[src/rtl/alu_issue.sv]
// Decodes RV32I ALU/branch/jump instructions into ALU operations and issues them through a 2-entry skid buffer.
// Latency 1 cycle when empty; instr_ready_o drops only when the skid entry is occupied, never combinationally from alu_ready_i.
module alu_issue (
    input  logic        clk_i,
    input  logic        rst_ni,
    input  logic        instr_valid_i,
    output logic        instr_ready_o,
    input  logic [31:0] instr_i,
    input  logic [31:0] pc_i,
    input  logic [31:0] rs1_data_i,
    input  logic [31:0] rs2_data_i,
    output logic        alu_valid_o,
    input  logic        alu_ready_i,
    output logic [4:0]  aluc_o,
    output logic [31:0] A_o,
    output logic [31:0] B_o,
    output logic [4:0]  rd_o,
    output logic        wb_en_o,
    output logic        illegal_o
);

    localparam logic [6:0] OPC_OP     = 7'b0110011;
    localparam logic [6:0] OPC_OP_IMM = 7'b0010011;
    localparam logic [6:0] OPC_BRANCH = 7'b1100011;
    localparam logic [6:0] OPC_JAL    = 7'b1101111;
    localparam logic [6:0] OPC_JALR   = 7'b1100111;
    localparam logic [6:0] OPC_LUI    = 7'b0110111;
    localparam logic [6:0] OPC_AUIPC  = 7'b0010111;

    localparam logic [6:0] F7_BASE = 7'b0000000;
    localparam logic [6:0] F7_ALT  = 7'b0100000;

    localparam logic [4:0] ALU_ADD  = 5'b00000;
    localparam logic [4:0] ALU_SLL  = 5'b00001;
    localparam logic [4:0] ALU_SLT  = 5'b00010;
    localparam logic [4:0] ALU_SLTU = 5'b00011;
    localparam logic [4:0] ALU_XOR  = 5'b00100;
    localparam logic [4:0] ALU_SRL  = 5'b00101;
    localparam logic [4:0] ALU_OR   = 5'b00110;
    localparam logic [4:0] ALU_AND  = 5'b00111;
    localparam logic [4:0] ALU_SUB  = 5'b01000;
    localparam logic [4:0] ALU_SRA  = 5'b01101;
    localparam logic [4:0] ALU_BEQ  = 5'b01110;
    localparam logic [4:0] ALU_BNE  = 5'b01111;
    localparam logic [4:0] ALU_BLT  = 5'b10100;
    localparam logic [4:0] ALU_BGE  = 5'b10001;
    localparam logic [4:0] ALU_BLTU = 5'b10110;
    localparam logic [4:0] ALU_BGEU = 5'b10011;
    localparam logic [4:0] ALU_JUMP = 5'b11111;

    typedef struct packed {
        logic [4:0]  aluc;
        logic [31:0] a;
        logic [31:0] b;
        logic [4:0]  rd;
        logic        wb_en;
        logic        illegal;
    } entry_t;

    logic [6:0]  opcode;
    logic [2:0]  funct3;
    logic [6:0]  funct7;
    logic [4:0]  rd_field;
    logic [31:0] imm_i;
    logic [31:0] imm_u;
    logic [31:0] shamt;
    logic        unused_rs1_field;

    assign opcode   = instr_i[6:0];
    assign funct3   = instr_i[14:12];
    assign funct7   = instr_i[31:25];
    assign rd_field = instr_i[11:7];
    assign imm_i    = {{20{instr_i[31]}}, instr_i[31:20]};
    assign imm_u    = {instr_i[31:12], 12'b0};
    assign shamt    = {27'b0, instr_i[24:20]};

    // Register operands arrive already read, so the rs1 index itself is not needed here.
    assign unused_rs1_field = ^instr_i[19:15];

    entry_t dec;
    logic   legal;
    logic   writes;

    always_comb begin
        dec    = '0;
        legal  = 1'b1;
        writes = 1'b1;
        dec.rd = rd_field;
        case (opcode)
            OPC_OP: begin
                dec.a = rs1_data_i;
                dec.b = rs2_data_i;
                case ({funct7, funct3})
                    {F7_BASE, 3'b000}: dec.aluc = ALU_ADD;
                    {F7_BASE, 3'b001}: dec.aluc = ALU_SLL;
                    {F7_BASE, 3'b010}: dec.aluc = ALU_SLT;
                    {F7_BASE, 3'b011}: dec.aluc = ALU_SLTU;
                    {F7_BASE, 3'b100}: dec.aluc = ALU_XOR;
                    {F7_BASE, 3'b101}: dec.aluc = ALU_SRL;
                    {F7_BASE, 3'b110}: dec.aluc = ALU_OR;
                    {F7_BASE, 3'b111}: dec.aluc = ALU_AND;
                    {F7_ALT,  3'b000}: dec.aluc = ALU_SUB;
                    {F7_ALT,  3'b101}: dec.aluc = ALU_SRA;
                    default:           legal    = 1'b0;
                endcase
            end
            OPC_OP_IMM: begin
                dec.a = rs1_data_i;
                dec.b = imm_i;
                case (funct3)
                    3'b000: dec.aluc = ALU_ADD;
                    3'b010: dec.aluc = ALU_SLT;
                    3'b011: dec.aluc = ALU_SLTU;
                    3'b100: dec.aluc = ALU_XOR;
                    3'b110: dec.aluc = ALU_OR;
                    3'b111: dec.aluc = ALU_AND;
                    3'b001: begin
                        dec.b    = shamt;
                        dec.aluc = ALU_SLL;
                        legal    = (funct7 == F7_BASE);
                    end
                    default: begin
                        dec.b = shamt;
                        if (funct7 == F7_BASE) begin
                            dec.aluc = ALU_SRL;
                        end else if (funct7 == F7_ALT) begin
                            dec.aluc = ALU_SRA;
                        end else begin
                            legal = 1'b0;
                        end
                    end
                endcase
            end
            OPC_BRANCH: begin
                // Branch rd bits carry immediate, so no destination is reported.
                dec.a  = rs1_data_i;
                dec.b  = rs2_data_i;
                dec.rd = 5'd0;
                writes = 1'b0;
                case (funct3)
                    3'b000:  dec.aluc = ALU_BEQ;
                    3'b001:  dec.aluc = ALU_BNE;
                    3'b100:  dec.aluc = ALU_BLT;
                    3'b101:  dec.aluc = ALU_BGE;
                    3'b110:  dec.aluc = ALU_BLTU;
                    3'b111:  dec.aluc = ALU_BGEU;
                    default: legal    = 1'b0;
                endcase
            end
            OPC_JAL: begin
                dec.aluc = ALU_JUMP;
                dec.a    = pc_i + 32'd4;
            end
            OPC_JALR: begin
                dec.aluc = ALU_JUMP;
                dec.a    = pc_i + 32'd4;
                legal    = (funct3 == 3'b000);
            end
            OPC_LUI: begin
                dec.aluc = ALU_ADD;
                dec.b    = imm_u;
            end
            OPC_AUIPC: begin
                dec.aluc = ALU_ADD;
                dec.a    = pc_i;
                dec.b    = imm_u;
            end
            default: legal = 1'b0;
        endcase

        dec.wb_en = writes && (rd_field != 5'd0);
        if (!legal) begin
            dec         = '0;
            dec.illegal = 1'b1;
        end
    end

    entry_t main_q;
    entry_t skid_q;
    logic   main_vld;
    logic   skid_vld;
    logic   accept;
    logic   xfer;

    assign accept = instr_valid_i && !skid_vld;
    assign xfer   = main_vld && alu_ready_i;

    always_ff @(posedge clk_i or negedge rst_ni) begin
        if (!rst_ni) begin
            main_q   <= '0;
            skid_q   <= '0;
            main_vld <= 1'b0;
            skid_vld <= 1'b0;
        end else if (xfer) begin
            // With skid occupied no accept is possible, so only the drain applies.
            if (skid_vld) begin
                main_q   <= skid_q;
                skid_vld <= 1'b0;
            end else if (accept) begin
                main_q <= dec;
            end else begin
                main_vld <= 1'b0;
            end
        end else if (accept) begin
            if (!main_vld) begin
                main_q   <= dec;
                main_vld <= 1'b1;
            end else begin
                skid_q   <= dec;
                skid_vld <= 1'b1;
            end
        end
    end

    assign instr_ready_o = !skid_vld;
    assign alu_valid_o   = main_vld;
    assign aluc_o        = main_q.aluc;
    assign A_o           = main_q.a;
    assign B_o           = main_q.b;
    assign rd_o          = main_q.rd;
    assign wb_en_o       = main_q.wb_en;
    assign illegal_o     = main_q.illegal;

endmodule

[config.mk]
export PLATFORM = sky130hd
export DESIGN_NAME = alu_issue
export DESIGN_NICKNAME = d
export VERILOG_FILES = /design/src/rtl/alu_issue.sv
export SDC_FILE = /design/constraint.sdc
export NUM_CORES = 1
export LEC_CHECK = 0
export ABC_AREA = 1
export CAP_MARGIN = 5
export CORE_ASPECT_RATIO = 1.75
export CORE_MARGIN = 10
export CORE_UTILIZATION = 45
export CTS_CLUSTER_DIAMETER = 30
export CTS_CLUSTER_SIZE = 16
export DETAILED_ROUTE_END_ITERATION = 12
export MAX_ROUTING_LAYER = met4
export PLACE_DENSITY = 0.86
export SLEW_MARGIN = 20
export SYNTH_ARGS = -nofsm -noshare
export SYNTH_HDL_FRONTEND = slang
export SYNTH_SLANG_ARGS = --single-unit
[constraint.sdc]
create_clock -name clk_i -period 1.55 [get_ports clk_i]
set_input_delay 0.31 -clock clk_i [delete_from_list [all_inputs] [get_ports clk_i]]
set_output_delay 0.31 -clock clk_i [all_outputs]
set_load 0.05 [all_outputs]
; ---- After elaboration in Yosys (flattened, before gate mapping)
; Index checks and enable logic that the tools add are counted.
[word_totals]
elab_cells = 96
mem_count = 0
ramBits = 0
inputBits = 132
ff_bits = 154
mem_bits_ro = 0
out_inout_bits = 78
latch_bits = 0
[classes]
muxes = 30
n_lt_le_gt_ge = 0
bitwise_logic = 1
eq_ne = 27
mul = 0
n_reduce_logical = 23
div_mod_pow = 0
add_sub_neg = 1
shifts = 0
[ops]
columns = operator, n
row1 = 76-bit two-way mux, 6
row2 = 32-bit case mux with 3 select lines, 2
row3 = "10-bit by 3-bit equality test with 1-bit output, second input constant", 4
row4 = 4-bit case mux with 9 select lines, 1
row5 = "32-bit by 3-bit adder with 32-bit output, second input constant", 1
row6 = 32-bit two-way mux, 1
row7 = 5-bit case mux with 6 select lines, 1
row8 = 4-bit case mux with 7 select lines, 1
row9 = "7-bit by 6-bit equality test with 1-bit output, second input constant", 3
row10 = "7-bit equality test, second input constant", 3
row11 = "10-bit by 2-bit equality test with 1-bit output, second input constant", 2
row12 = "10-bit by 9-bit equality test with 1-bit output, second input constant", 2
row13 = 5-bit case mux with 4 select lines, 1
row14 = "7-bit by 5-bit equality test with 1-bit output, second input constant", 2
row15 = "3-bit equality test, second input constant", 4
row16 = 1-bit two-way mux, 12
row17 = 6-bit OR reduction, 2
row18 = "10-bit by 1-bit equality test with 1-bit output, second input constant", 1
row19 = 10-bit zero test, 1
row20 = 10-bit OR reduction, 1
row21 = 3-bit AND reduction, 3
row22 = 4-bit two-way mux, 2
row23 = 7-bit zero test, 1
row24 = "3-bit by 2-bit equality test with 1-bit output, second input constant", 2
row25 = other kinds (15), 23

; ---- Logic depth before layout (Yosys ltp)
; Gate-level depths: netlist of run 1.
[depth]
depth_word = 9
depth_mapped = 13
ltp_nobuf = 13

; ---- Worst setup path before layout of run 1
; No wires, ideal clock.
[synth_timing]
path_kind = reg2reg
startpoint = reg skid_vld
endpoint = reg main_q, in the netlist illegal_o
path_buffers = 2
required_time_ns = 1.426
setup_time_ns = 0.124
path_stages_with_launch = 9
t_arrival_ns = 1.728
period_less_slack_ns = 1.852
slack_ns = -0.302
path_cell_list = dfrtp_1 > inv_1 > nor2_1 > inv_2 > clkbuf_1 > clkbuf_1 > nand2_1 > o211ai_1 > nand2_1
[synth_between]
elab_chain_len = 4
elab_cells_between_ends = 7
classes_between = mux (2) / reduce/logical (5)
[synth_lines]
columns = item, line_no
row1 = "start, declared", 181  ; logic skid_vld;
row2 = "start signal, assigned", 193  ; skid_vld <= 1'b0;
row3 = "start signal, assigned", 198  ; skid_vld <= 1'b0;
row4 = "start signal, assigned", 210  ; skid_vld <= 1'b1;
row5 = 1-bit zero test *, n/a
row6 = named net instr_ready_o, 7  ; output logic instr_ready_o,
row7 = 1-bit logical AND *, 185  ; assign accept = instr_valid_i && !skid_vld;
row8 = 2-bit nonzero test (no source line), n/a
row9 = 3-bit AND reduction (no source line) *, n/a
row10 = "end signal, assigned", 197  ; main_q <= skid_q;
row11 = "end, declared", 178  ; entry_t main_q;
; Mark *: on every way through the listed nets, which the timed path passes. The rest lies on a longest branch.
; A chain may end at the register's enable or synchronous reset.

; ---- Worst setup path in the final report of run 1
[layout_timing]
startpoint = reg skid_vld
endpoint = reg main_q, in the netlist A_o[0]
[layout_between]
elab_chain_len = 4
elab_cells_between_ends = 7
classes_between = mux (2) / reduce/logical (5)
[layout_lines]
columns = item, line_no
row1 = 1-bit zero test, 185
row2 = 1-bit logical AND, 185
row3 = 2-bit nonzero test (no source line), n/a
row4 = 3-bit AND reduction (no source line), n/a
; Parallel ways exist; a longest one is shown, timed or not.

==> run metrics, run 1 <==
Die Y 209 um; total CTS buffers 17; Pre-antenna DRT Iters 5; unrepaired setup endpoints after global routing yes; CORE AREA 20200 um2; share of cells above drive strength 1 0.319; Synth Area in Compound Gates 0.0843; worst skew pair latency 0.44 ns; Mapped Area 9160 um2; most common cell after layout, fill and taps aside nand2_1; Slew @ Worst Pin 0.402 ns; clk_skew 0.0105 ns; final worst setup slack -0.0809 ns; total power 22.8 mW; htree depth 4; pwr/cell area 1480 nW/um2; GPL Wtd Cong 0.955; deepest clock path buffer count 2; critical-path cell list clkinvlp_4 > buf_4 > nor2_4 > inv_4 > buf_12 > nor2_1 > nor2_1 > nand2_1 > nand2_1; Max-slew headroom 0.731; Post-Synth XOR/XNOR Area 0; gr ovfl total 0; Hold Vio Cnt, Final 0; setup TNS -2.51 ns; post-placement cell count 1946; mux share of post-synthesis cell area 0; CP required 1.88 ns; IO Count 210; CP bufs+invs 4; post-route non-filler standard cell count 2034; Final min period 1.63 ns; Seq/Total Area, Yosys 0.421; crit-path max FO 55; vias 11175; max_cap viols 0; nets 1910; synth unique cells 28; post-synthesis adder-cell area fraction 0.00683; DIE AREA 26700 um2; Antenna diodes 0; first-pass GRT wire length 56.8 mm; final-layout fill cell count 1436; fin util 0.764; First DRT Iteration DRCs 1035; Total GRT Usage 0.273; Max stage delay cell, worst path dfrtp_1; TritonCTS clock tree yes; Routed WL 40.4 mm; DRC viols 0; # port buffers 209; failing checks setup timing; worst endpoint data arrival time 1.96 ns; Synth top area share 0.421; syn nets 1569; EDFF count, synth 0; Leak 8.02 nW; Syn Area/Cell 6.40 um2; largest family of logic cells by synthesized area simple AND/OR/NAND/NOR gates; status complete, but fails checks; Hold Path Class input pin to flip-flop; number of global-route vias before repair 10934; Seq cells post-synth 154; largest cells by area after synthesis dfrtp_1 (42%), nand2_1 (28%), nor2_1 (9.1%), nand3_1 (4.9%), o21ai_0 (4.3%); initial antenna violation count 0; final setup fails 67; Post-Synth Simple-Gate Area 0.433; FFs w/ async S/R, synth 1.00; num rows 69; crit share post-route 1.05; critical path class flip-flop to flip-flop; Final Max Tran Viols 0; critical path's top delay family buffers and inverters; post-synth top area cell dfrtp_1; peak supply drop 0.00139 V; Initial Util 0.454; Root Buffer clkbuf_16; clock-pin slew on the worst setup and hold paths 0.07 ns; Synth Warn # 0; CTS Sinks 154; f_max 613 MHz; Syn Inst Count 1432; Chip Width 128 um; drt wl/cell 19.8 um; Via density 5.49; Critical Path Start Type flip-flop; Top FF cell, synth dfrtp_1; commonest non-fill, non-tap cells in the layout nand2_1 (595), dfrtp_1 (153), buf_4 (129), nor2_1 (107), buf_12 (99); Worst path max stage delay 0.44 ns; Crit. End Element flip-flop; Layout area overhead 68.3%; Detail Route Antenna Nets 0; largest net degree at the start of global routing 60; post-DP HPWL 25.9 mm
[worst reg2reg max path, stage by stage (launching register included)]
cell and delay [ns]:
dfrtp_1 0.44, clkinvlp_4 0.16, buf_4 0.16, nor2_4 0.13
inv_4 0.08, buf_12 0.19, nor2_1 0.18, nor2_1 0.06
nand2_1 0.07, nand2_1 0.05
[power by group]
part | internal, mW | total [mW] | switching, mW | leakage, nW
Combinational | 5.69 | 12.8 | 7.07 | 5.65
Sequential | 4.93 | 6.10 | 1.17 | 2.11
Clock | 2.12 | 3.99 | 1.87 | 0.256
Total | 12.7 | 22.8 | 10.1 | 8.02
[final cells by class]
cell class	instances	area, um2	share of cell area
clock buffer	18	439	0.0285
clock inverter	14	113	0.00730
inverter	52	229	0.0148
multi-input combinational	1153	5610	0.363
sequential	154	3850	0.250
tap	248	310	0.0201
timing repair buffer	394	4860	0.315
timing repair inverter	1	16.3	0.00105
[cells in the mapped netlist (all sizes together) (2+ instances only)]
library cell  instances
nand2               683
nor2                228
dfrtp               154
nand3                91
o21ai                90
clkbuf               52
inv                  52
buf                  21
a22oi                18
a21oi                11
o211ai                9
ha                    5
o21bai                5
nand4                 4
nor3                  3
or2                   3
o31ai                 2
[routing by layer]
layer  wire (um)  vias up  global-route usage
met4        2650        0               0.158
met3        2570      143              0.0380
met2       21300      585               0.473
met1       13800     5273               0.288
met5           0        -                   -
li1            -     5174                   -
[registers in the layout, indices dropped and copies added, names as in the netlist]
name,cells
alu_valid_o,1
A_o,32
skid_vld,1
aluc_o,5
wb_en_o,1
illegal_o,1
rd_o,5
skid_q,76
B_o,32
[worst paths after layout]
kind                                             start                     end  slack, ns  cells past startpoint
worst min-delay path                           pc_i[3]  skid_q[42]$_DFFE_PN0P_       0.33                      5
max in group asynchronous                       rst_ni  skid_q[41]$_DFFE_PN0P_       0.60                      3
worst min register to register  skid_q[49]$_DFFE_PN0P_  skid_q[49]$_DFFE_PN0P_       0.49                      2
worst max-delay path              skid_vld$_DFFE_PN0P_      A_o[0]$_DFFE_PN0P_      -0.08                      9
min in group asynchronous                       rst_ni      B_o[0]$_DFFE_PN0P_       0.35                      2
worst max register to register    skid_vld$_DFFE_PN0P_      A_o[0]$_DFFE_PN0P_      -0.08                      9
[through the flow]
| step | worst slack [ns] | area (um2) | hold WS, ns |
|---|---|---|---|
| after global placement | -0.797 | 13300 | 0.251 |
| after floorplan | -0.0363 | 9290 | 0.0144 |
| after CTS | -0.0292 | 14600 | 0.358 |
| final | -0.0809 | 15400 | 0.332 |
| after detailed placement | -0.785 | 13300 | 0.250 |
| after global routing | -0.147 | 15400 | 0.376 |
[cells by family after synthesis]
kind of cell | Yosys count
simple gates | 1013
flops | 154
compound gates | 135
buf+inv | 125
fa+ha+maj | 5
[timing repair]
action / 4_1_cts / 5_1_grt
hold buffers: 1 / 0
endpoints found under the setup margin: 153 / 153
buffers inserted: 24 / 15
endpoints found under the hold margin: 35 / 0
gates cloned: 5 / 15
pin swaps: 28 / 41
gates resized for setup: 171 / 229
Note: power is estimated with default switching activity, not from simulation.
==> run 2: changes to the inputs <==
--- a/config.mk
+++ b/config.mk
@@ -8,13 +8,13 @@
 export ABC_AREA = 1
 export CAP_MARGIN = 5
 export CORE_ASPECT_RATIO = 1.75
-export CORE_MARGIN = 10
 export CORE_UTILIZATION = 45
 export CTS_CLUSTER_DIAMETER = 30
 export CTS_CLUSTER_SIZE = 16
 export DETAILED_ROUTE_END_ITERATION = 12
 export MAX_ROUTING_LAYER = met4
 export PLACE_DENSITY = 0.86
+export SKIP_LAST_GASP = 1
 export SLEW_MARGIN = 20
 export SYNTH_ARGS = -nofsm -noshare
 export SYNTH_HDL_FRONTEND = slang
==> run 2 against run 1 <==
The run still ends with setup timing left. Clock power is 5.5% higher. Non-clock buffer count is 20 higher. Register-to-register slack worse by 0.22 ns. Power is 1.2% lower. Combinational power is 4% lower. Final area increased by 0.49%. Setup slack worse by 0.22 ns. Highest routed layer unchanged.
==> run metrics, run 2 (same netlist as run 1, synthesis figures left out) <==
status complete, but fails checks; failing checks setup timing; critical-path cell list clkinvlp_4 > nor2_4 > inv_4 > buf_12 > nor2_1 > nor2_1 > nand2_1 > nand2_1; num rows 68; First DRT Iteration DRCs 1259; reg2reg start skid_vld$_DFFE_PN0P_; critical path class flip-flop to flip-flop; peak supply drop 0.00141 V; Initial Util 0.462; Layout area overhead 69.2%; Total GRT Usage 0.377; Worst Setup SP skid_vld$_DFFE_PN0P_; f_max 541 MHz; Max-slew headroom 0.653; Antenna diodes 0; Pre-antenna DRT Iters 7; worst skew pair latency 0.45 ns; Leak 8.11 nW; Final Max Tran Viols 0; GPL Wtd Cong 0.992; TritonCTS clock tree yes; drt wl/cell 20.3 um; FF-to-FF path depth 8; clk_skew 0.0128 ns; vias 11742; post-route non-filler standard cell count 2051; r2r setup slk -0.30 ns; Hold Path Class input pin to async pin; commonest non-fill, non-tap cells in the layout nand2_1 (606), buf_4 (157), dfrtp_1 (153), nor2_1 (150), buf_12 (100); share of cells above drive strength 1 0.297; Crit. End Element flip-flop; final setup fails 20; initial antenna violation count 0; deepest clock path buffer count 2; Via density 5.73; gr ovfl total 0; Final min period 1.85 ns; setup TNS -0.757 ns; Worst path max stage delay 0.40 ns; CORE AREA 19800 um2; largest net degree at the start of global routing 84; CTS Sinks 154; minimum hold slack 0.378 ns; Root Buffer clkbuf_16; worst endpoint data arrival time 2.19 ns; most common cell after layout, fill and taps aside nand2_1; max reg flops 76; DIE AREA 21000 um2; IO Count 210; pwr/cell area 1460 nW/um2; post-placement cell count 1969; max_cap viols 0; crit share post-route 1.19; CP bufs+invs 3; unrepaired setup endpoints after global routing yes; nets 1930; Critical Path Start Type flip-flop; first-pass GRT wire length 57.7 mm; Hold Vio Cnt, Final 0; Post-DP Area 13500 um2; crit-path max FO 40; r2r endpoint rd_o[2]$_DFFE_PN0P_; Die Y 191 um; post-route cell area 15500 um2; Chip Width 110 um; final worst setup slack -0.299 ns; number of global-route vias before repair 11426; Detail Route Antenna Nets 0; htree depth 4; CP required 1.89 ns; DRC viols 0; Top reg by flops skid_q; Routed WL 41.6 mm; critical path's top delay family simple AND/OR/NAND/NOR gates; crit path to rd_o[2]$_DFFE_PN0P_; # port buffers 209; Max stage delay cell, worst path nor2_1; clock-pin slew on the worst setup and hold paths 0.07 ns; total CTS buffers 17; post-DP HPWL 25.5 mm; Slew @ Worst Pin 0.521 ns; Critical Path Stages 8
## run 2: cell types whose count changed in the layout (fill, tap and decap cells not counted), moves of 9 or more
cell,before,now
nor2_2,98,54
nand2_2,80,69
o21ai_0,62,53
nor2_1,107,150
nand2_1,595,606
buf_4,129,157
## run 2: metal layers
layer | GRT usage | routed length [um]
met5 | - | 0
met4 | 0.296 | 3700
met3 | 0.0707 | 2980
met2 | 0.642 | 21400
met1 | 0.367 | 13600
## run 2: worst min-delay path by stage
stage | startpoint | end | cells past startpoint
after floorplan | rst_ni | A_o[0]$_DFFE_PN0P_ | 0
after global placement | rst_ni | skid_q[3]$_DFFE_PN0P_ | 1
after detailed placement | rst_ni | B_o[2]$_DFFE_PN0P_ | 1
after CTS | rst_ni | skid_q[11]$_DFFE_PN0P_ | 2
after global routing | instr_i[12] | skid_q[19]$_DFFE_PN0P_ | 5
final | rst_ni | skid_q[3]$_DFFE_PN0P_ | 2
## run 2: report_power, final
| group | leakage (nW) | switching, mW | internal (mW) |
|---|---|---|---|
| clock | 0.284 | 1.94 | 2.27 |
| sequential | 2.11 | 1.15 | 4.93 |
| combinational | 5.71 | 6.93 | 5.35 |
## run 2: through the flow
step	worst slack, ns	power (mW)	utilization
after floorplan	-0.0363	11.2	-
after global placement	-0.742	16.7	0.681
after detailed placement	-0.812	16.9	0.681
after CTS	-0.0167	21.2	0.753
after global routing	-0.374	23.4	0.782
final	-0.299	22.6	0.782
## run 2: what timing repair did
item	CTS	global route
hold buffers	1	0
hold endpoints to repair	39	0
endpoints found under the setup margin	153	153
gates resized for setup	212	156
pin swaps	35	37
buffers inserted	26	7
cloned	8	9
## run 2: worst register-to-register path: cells and delay by family, from the launching register on
family	cells	cell delay (ns)
simple gates	5	0.88
buf+inv	3	0.47
flops	1	0.39
## run 2: layout make-up
| type | instances | area [um2] |
|---|---|---|
| inverters | 52 | 224 |
| clock buffers | 17 | 425 |
| repair inverters | 1 | 11.3 |
| flip-flops and latches | 154 | 3850 |
| clock inverters | 15 | 153 |
| repair buffers | 414 | 5020 |
| multi-input cells | 1153 | 5510 |
| fillers | 1346 | 4320 |
| well taps | 245 | 307 |
==> run 3: changes to the inputs <==
--- a/config.mk
+++ b/config.mk
@@ -12,6 +12,7 @@
 export CTS_CLUSTER_DIAMETER = 30
 export CTS_CLUSTER_SIZE = 16
 export DETAILED_ROUTE_END_ITERATION = 12
+export HOLD_SLACK_MARGIN = 0.1
 export MAX_ROUTING_LAYER = met4
 export PLACE_DENSITY = 0.86
 export SKIP_LAST_GASP = 1
==> results of run 3 <==
Final layout, timing and power as in run 2 (identical DEF).
